File: src/rtl/regs_wb_arbiter_if.sv
// regs_wb_arbiter_if
//   Bundles the writeback request channel, the clear-sweep request and the
//   register-file write port that the writeback arbiter sits between.
//   Signals:
//     req_valid  [NUM_REQ]     per-requester write request
//     req_addr   [NUM_REQ*AW]  packed destination register, requester i at [i*AW +: AW]
//     req_data   [NUM_REQ*DW]  packed write data, requester i at [i*DW +: DW]
//     req_ready  [NUM_REQ]     one-hot grant back to the requesters
//     clear_req                single-cycle pulse requesting an x1..x31 clear sweep
//     w_regs_addr/data/en      registered register-file write port
//     init_done                high while the arbiter is in normal operation
//   Modports:
//     master  the writeback sources / register-file side (drives requests)
//     slave   the arbiter itself
interface regs_wb_arbiter_if #(
  parameter int NUM_REQ = 3,
  parameter int AW      = 5,
  parameter int DW      = 32
);
  logic [NUM_REQ-1:0]    req_valid;
  logic [NUM_REQ*AW-1:0] req_addr;
  logic [NUM_REQ*DW-1:0] req_data;
  logic [NUM_REQ-1:0]    req_ready;
  logic                  clear_req;
  logic [AW-1:0]         w_regs_addr;
  logic [DW-1:0]         w_regs_data;
  logic                  w_regs_en;
  logic                  init_done;

  modport master (
    output req_valid, req_addr, req_data, clear_req,
    input  req_ready, w_regs_addr, w_regs_data, w_regs_en, init_done
  );

  modport slave (
    input  req_valid, req_addr, req_data, clear_req,
    output req_ready, w_regs_addr, w_regs_data, w_regs_en, init_done
  );
endinterface

File: src/rtl/regs_wb_arbiter.sv
// regs_wb_arbiter
//   Shares the single register-file write port among NUM_REQ writeback
//   sources. After reset (and on clear_req) it sweeps x1..x(2^AW-1) with
//   zeros, since the register file only initialises x0; afterwards it
//   round-robin arbitrates valid/ready requests into one registered write
//   per cycle.
//   Ports:
//     clk  clock
//     rst  asynchronous active-high reset
//     bus  regs_wb_arbiter_if.slave (requests, grants, write port, init_done)
module regs_wb_arbiter #(
  parameter int NUM_REQ = 3,
  parameter int AW      = 5,
  parameter int DW      = 32
) (
  input logic            clk,
  input logic            rst,
  regs_wb_arbiter_if.slave bus
);
  localparam int PW = (NUM_REQ > 1) ? $clog2(NUM_REQ) : 1;

  typedef enum logic {
    ST_INIT = 1'b0,
    ST_RUN  = 1'b1
  } state_t;

  state_t          state_reg, state_next;
  logic [AW-1:0]   sweep_reg, sweep_next;
  logic [PW-1:0]   rr_reg, rr_next;
  logic            en_reg, en_next;
  logic [AW-1:0]   addr_reg, addr_next;
  logic [DW-1:0]   data_reg, data_next;
  logic            done_reg, done_next;

  logic [NUM_REQ-1:0] grant;
  logic [PW-1:0]      grant_idx;
  logic               grant_any;
  int                 cand;

  // Unpacked views of the packed request buses
  logic [AW-1:0] addr_arr [NUM_REQ];
  logic [DW-1:0] data_arr [NUM_REQ];

  for (genvar gi = 0; gi < NUM_REQ; gi++) begin : g_unpack
    assign addr_arr[gi] = bus.req_addr[gi*AW +: AW];
    assign data_arr[gi] = bus.req_data[gi*DW +: DW];
  end

  // Round-robin search starting just above the last granted index. The
  // clear_req cycle grants nobody so the sweep cannot race a write.
  always_comb begin
    grant_any = 1'b0;
    grant_idx = '0;
    cand      = 0;
    if (state_reg == ST_RUN && !bus.clear_req) begin
      for (int k = 1; k <= NUM_REQ; k++) begin
        cand = int'(rr_reg) + k;
        if (cand >= NUM_REQ) cand = cand - NUM_REQ;
        if (!grant_any && bus.req_valid[PW'(cand)]) begin
          grant_any = 1'b1;
          grant_idx = PW'(cand);
        end
      end
    end
    grant = grant_any ? (NUM_REQ'(1) << grant_idx) : '0;
  end

  assign bus.req_ready = grant;

  // Next-state and output-register logic
  always_comb begin
    state_next = state_reg;
    sweep_next = sweep_reg;
    rr_next    = rr_reg;
    en_next    = 1'b0;
    addr_next  = addr_reg;
    data_next  = data_reg;
    case (state_reg)
      ST_INIT: begin
        en_next   = 1'b1;
        addr_next = sweep_reg;
        data_next = '0;
        if (sweep_reg == {AW{1'b1}}) begin
          state_next = ST_RUN;
          sweep_next = AW'(1);
        end else begin
          sweep_next = sweep_reg + AW'(1);
        end
      end
      ST_RUN: begin
        if (bus.clear_req) begin
          state_next = ST_INIT;
        end else if (grant_any) begin
          // x0 writes are consumed but never reach the register file
          en_next   = (addr_arr[grant_idx] != '0);
          addr_next = addr_arr[grant_idx];
          data_next = data_arr[grant_idx];
          rr_next   = grant_idx;
        end
      end
      default: state_next = ST_INIT;
    endcase
    done_next = (state_next == ST_RUN);
  end

  always_ff @(posedge clk or posedge rst) begin
    if (rst) begin
      state_reg <= ST_INIT;
      sweep_reg <= AW'(1);
      rr_reg    <= PW'(NUM_REQ - 1);
      en_reg    <= 1'b0;
      addr_reg  <= '0;
      data_reg  <= '0;
      done_reg  <= 1'b0;
    end else begin
      state_reg <= state_next;
      sweep_reg <= sweep_next;
      rr_reg    <= rr_next;
      en_reg    <= en_next;
      addr_reg  <= addr_next;
      data_reg  <= data_next;
      done_reg  <= done_next;
    end
  end

  assign bus.w_regs_en   = en_reg;
  assign bus.w_regs_addr = addr_reg;
  assign bus.w_regs_data = data_reg;
  assign bus.init_done   = done_reg;
endmodule

File: src/flat_wrapper.sv
// flat-port wrapper written by rule: the top's interface ports become plain ports
module regs_wb_arbiter_flat 
#(
  parameter int NUM_REQ = 3,
  parameter int AW      = 5,
  parameter int DW      = 32
)
  (clk, rst, bus_req_valid, bus_req_addr, bus_req_data, bus_clear_req, bus_req_ready, bus_w_regs_addr, bus_w_regs_data, bus_w_regs_en, bus_init_done);
  regs_wb_arbiter_if #(.NUM_REQ(NUM_REQ), .AW(AW), .DW(DW)) bus_i ();
  input logic clk;
  input logic rst;
  input wire logic [$bits(bus_i.req_valid)-1:0] bus_req_valid;
  input wire logic [$bits(bus_i.req_addr)-1:0] bus_req_addr;
  input wire logic [$bits(bus_i.req_data)-1:0] bus_req_data;
  input wire logic [$bits(bus_i.clear_req)-1:0] bus_clear_req;
  output wire logic [$bits(bus_i.req_ready)-1:0] bus_req_ready;
  output wire logic [$bits(bus_i.w_regs_addr)-1:0] bus_w_regs_addr;
  output wire logic [$bits(bus_i.w_regs_data)-1:0] bus_w_regs_data;
  output wire logic [$bits(bus_i.w_regs_en)-1:0] bus_w_regs_en;
  output wire logic [$bits(bus_i.init_done)-1:0] bus_init_done;
  assign bus_i.req_valid = bus_req_valid;
  assign bus_i.req_addr = bus_req_addr;
  assign bus_i.req_data = bus_req_data;
  assign bus_i.clear_req = bus_clear_req;
  assign bus_req_ready = bus_i.req_ready;
  assign bus_w_regs_addr = bus_i.w_regs_addr;
  assign bus_w_regs_data = bus_i.w_regs_data;
  assign bus_w_regs_en = bus_i.w_regs_en;
  assign bus_init_done = bus_i.init_done;
  regs_wb_arbiter #(.NUM_REQ(NUM_REQ), .AW(AW), .DW(DW)) u_core (.clk(clk), .rst(rst), .bus(bus_i));
endmodule
File: config.mk
export PLATFORM = sky130hd
export DESIGN_NAME = regs_wb_arbiter_flat
export DESIGN_NICKNAME = d
export VERILOG_FILES = /design/src/rtl/regs_wb_arbiter_if.sv /design/src/rtl/regs_wb_arbiter.sv /design/src/flat_wrapper.sv
export SDC_FILE = /design/constraint.sdc
export NUM_CORES = 1
export LEC_CHECK = 0
export BUFFER_PORTS_ARGS = -buffer_cell sky130_fd_sc_hd__buf_2
export CAP_MARGIN = 40
export CORE_UTILIZATION = 35
export CTS_CLUSTER_DIAMETER = 200
export DETAILED_ROUTE_END_ITERATION = 10
export RECOVER_POWER = 50
export REMOVE_ABC_BUFFERS = 1
export SYNTH_ARGS = -nofsm -noshare
export SYNTH_HDL_FRONTEND = slang
export SYNTH_SLANG_ARGS = --single-unit
export TNS_END_PERCENT = 100
File: constraint.sdc
create_clock -name clk -period 7.2 [get_ports clk]
set_input_delay 1.44 -clock clk [delete_from_list [all_inputs] [get_ports clk]]
set_output_delay 1.44 -clock clk [all_outputs]
set_load 0.01 [all_outputs]
==> results.md <==
* RSZ-0062 raised after global routing: false
* DRC violations left at 13
* Initial DRC Count at 245
* Syn Inst Count at about 380
* Skew final at ~0.0052 ns
* ANT nets after route at 0
* Clk Latency, worst-skew pair at 0.29 ns
* GRT overflow at 0
* Placer Congestion at between 0.8 and 0.9
* Run status: finished with violations
* Critical Path RT at between 5 and 6 ns
* Switching Share at between 40% and 50%
* Post-placement cell area at 4070 um^2
* Flop pwr share at around 38%
* Failing checks: DRC, capacitance limit, slew limit
* Die height at between 90 and 100 um
* Final core utilization at a little under half
* Area Growth Syn to Fin at 28.0%
* # rows at 34
* Slew @ Worst Pin at around 2.3 ns
* Number of fill cells in the layout at 921
* Post-synth EDFFs at 0
* Slew Limit Fails at 54
* DIE AREA at 9580 um^2
* TritonCTS sink count at 46
* Final non-filler cell total at 620
* FF+latch count, synth at 46
* Max clock buf depth at 2
* Tot Pwr at approximately 0.9 mW
* CTS Hold Bufs at 0
* Critical Path Sink Type: output port
* CP bufs+invs at 4
* Crit path cell chain: clkbuf_1 > nand3b_1 > buf_4 > a31o_1 > inv_1 > nor3_1 > buf_2
* Max Fclk at a little over 0.2 GHz
* Antenna violations before repair at 0
* Cell count after placement at approximately 610
* Synth Area per Inst at around 8.4 um^2
* Worst vdd ir at approximately 0.15 mV
* Final Hold Viols at 0
* Worst EP arrival at 3.39 ns
* Register area share after synthesis at a little over a third
* Power Internal at 0.520 mW
* Post-Syn Area at around 3200 um^2
* Setup ws final at ~2.4 ns
* CP max stage delay at about 1.6 ns
* Clk root buf: clkbuf_8
* Clk network pwr share at 18.3%
* Num CTS Buffers at 5
* Design Area, Final at around 4100 um^2
* Syn. warnings at 0
* Startpoint Class: flip-flop
* Max reg flops at 32
* Drt wl/cell at around 17 um
* HPWL Detailed at 6.96 mm
* DRT Wirelength at between 10 and 15 mm
* Power Dens Cells at 220 nW/um^2
* Worst path top cell family by delay: buffers and inverters
* Yosys cell types at 41
* Via/cell ratio at just under 6
* Sw Pwr at 0.387 mW
* Post-CTS sizing at 0
* Clk slew on worst S/H paths at 0.09 ns
* Slew HR at -50.2%
* Final period utilization at 67.1%
* CP Max Fanout at 53
* # diodes at 0
* Worst hold margin at 0.480 ns
* H-tree depth at 2
* HP Class: reg2reg
* Final Setup Violations at 0
* Die X at slightly below 100 um
* Starting Density at a little over a third
* Slowest cell on crit path: clkbuf_1
* Largest net degree at the start of global routing at between 70 and 80
* Setup CP Type: reg2out
* Post-synth ARST share at between 90% and 100%
* Num ports at ~160
* Total negative slack at 0 ns
* Global-route wire length before repair at around 17 mm
* Logic pwr share at 43.9%
* Max-cap violations at 1
* Worst slack, placed at about 2.8 ns
* Leakage at around 1.9 nW
* Nets@finish at approximately 630
* Ratio of cells with drive above 1 in the final layout at 32.6%
* # port buffers at about 160
* First-pass DRT Iterations at 8
* Tmin final at between 4 and 5 ns
* Setup Buffers After CTS at 0
* Vias in the first global route at 3640
* Core Region at around 8800 um^2
* Vias at between 3000 and 4000
* Primary FF master, synth: dfrtp_1
* Overall routing resource usage at between 20% and 30%
* CTS tree: done
## path summary, 6_finish.rpt
kind	startpoint	endpoint	cells past startpoint	slack [ns]
max in group asynchronous	rst	u_core.state_reg	3	4.11
worst max-delay path	u_core.state_reg	bus_req_ready[0]	7	2.37
worst min-delay path	u_core.rr_reg[1]	u_core.rr_reg[1]	2	0.48
worst max register to register	u_core.state_reg	u_core.bus.w_regs_en	7	3.18
min in group asynchronous	rst	u_core.bus.w_regs_addr[1]	2	1.33
worst min register to register	u_core.rr_reg[1]	u_core.rr_reg[1]	2	0.48
## tightest hold or removal path, cell delays in order (launching register included)
cell and delay (ns):
dfstp_2 0.39, nand2_1 0.05, nand2_1 0.05
## placed cells by master (no fill, tap or decap), types with 4 or more instances in the layout
master and count:
dfrtp_1 43, clkbuf_8 6, o21ai_1 8, buf_2 142
clkbuf_1 18, o21ai_0 30, nand2b_1 4, nand2_1 8
nor3_1 7, nand3_1 35, buf_4 8, a311oi_1 72
inv_1 47, nor3b_1 35, ha_1 5
## metal layers
layer,up-vias,track usage (%),routed length [um]
li1,1709,-,-
met1,1689,27.8,4390
met2,176,36.0,4780
met3,19,5.15,922
met4,0,7.46,200
met5,-,0,0
## Yosys cell counts (all sizes together), types with 2 or more instances
library cell  count  share of area, %
nor3b            35               8.2
dfstp             2               1.6
nand3b            2              0.47
nor2b             2              0.39
inv              47               5.5
nor2              3              0.35
o221ai            3              0.82
nand2b            5              0.97
a31oi             3              0.58
nand2             8              0.93
nand3            35               5.4
clkbuf           32               3.7
buf              13               1.8
ha                5               1.9
mux2              2              0.70
nand4             2              0.39
o21ai            38               5.9
a21oi             3              0.47
a311oi           72                20
dfrtp            44                34
nor3              7               1.1
## power by group through the flow
| stage | Combinational [mW] | Sequential, mW | Clock (mW) |
|---|---|---|---|
| 6_report | 0.399 | 0.343 | 0.166 |
| 5_1_grt | 0.440 | 0.349 | 0.184 |
| 4_1_cts | 0.401 | 0.343 | 0.172 |
| 3_5_place_dp | 0.399 | 0.347 | 0 |
| 3_3_place_gp | 0.385 | 0.345 | 0 |
| 2_1_floorplan | 0.216 | 0.359 | 0 |
## cell type report
cell class	count	area [um^2]	share of cell area (%)
clock buffer	6	82.6	2.00
timing repair buffer	168	838	20.3
tap	108	135	3.28
inverter	47	176	4.28
sequential	46	1150	28.0
clock inverter	2	12.5	0.304
multi-input combinational	243	1720	41.8
## logic make-up after synthesis
group	Yosys count	synth area share, %
multiplexers	3	1.01
AO/OA/AOI/OAI	131	30.8
AND/OR/NAND/NOR	104	19.4
adder cells (fa/ha/maj)	5	1.94
flip-flops	46	35.8
buffers and inverters	92	11.0
Note: power is estimated with default switching activity, not from simulation.
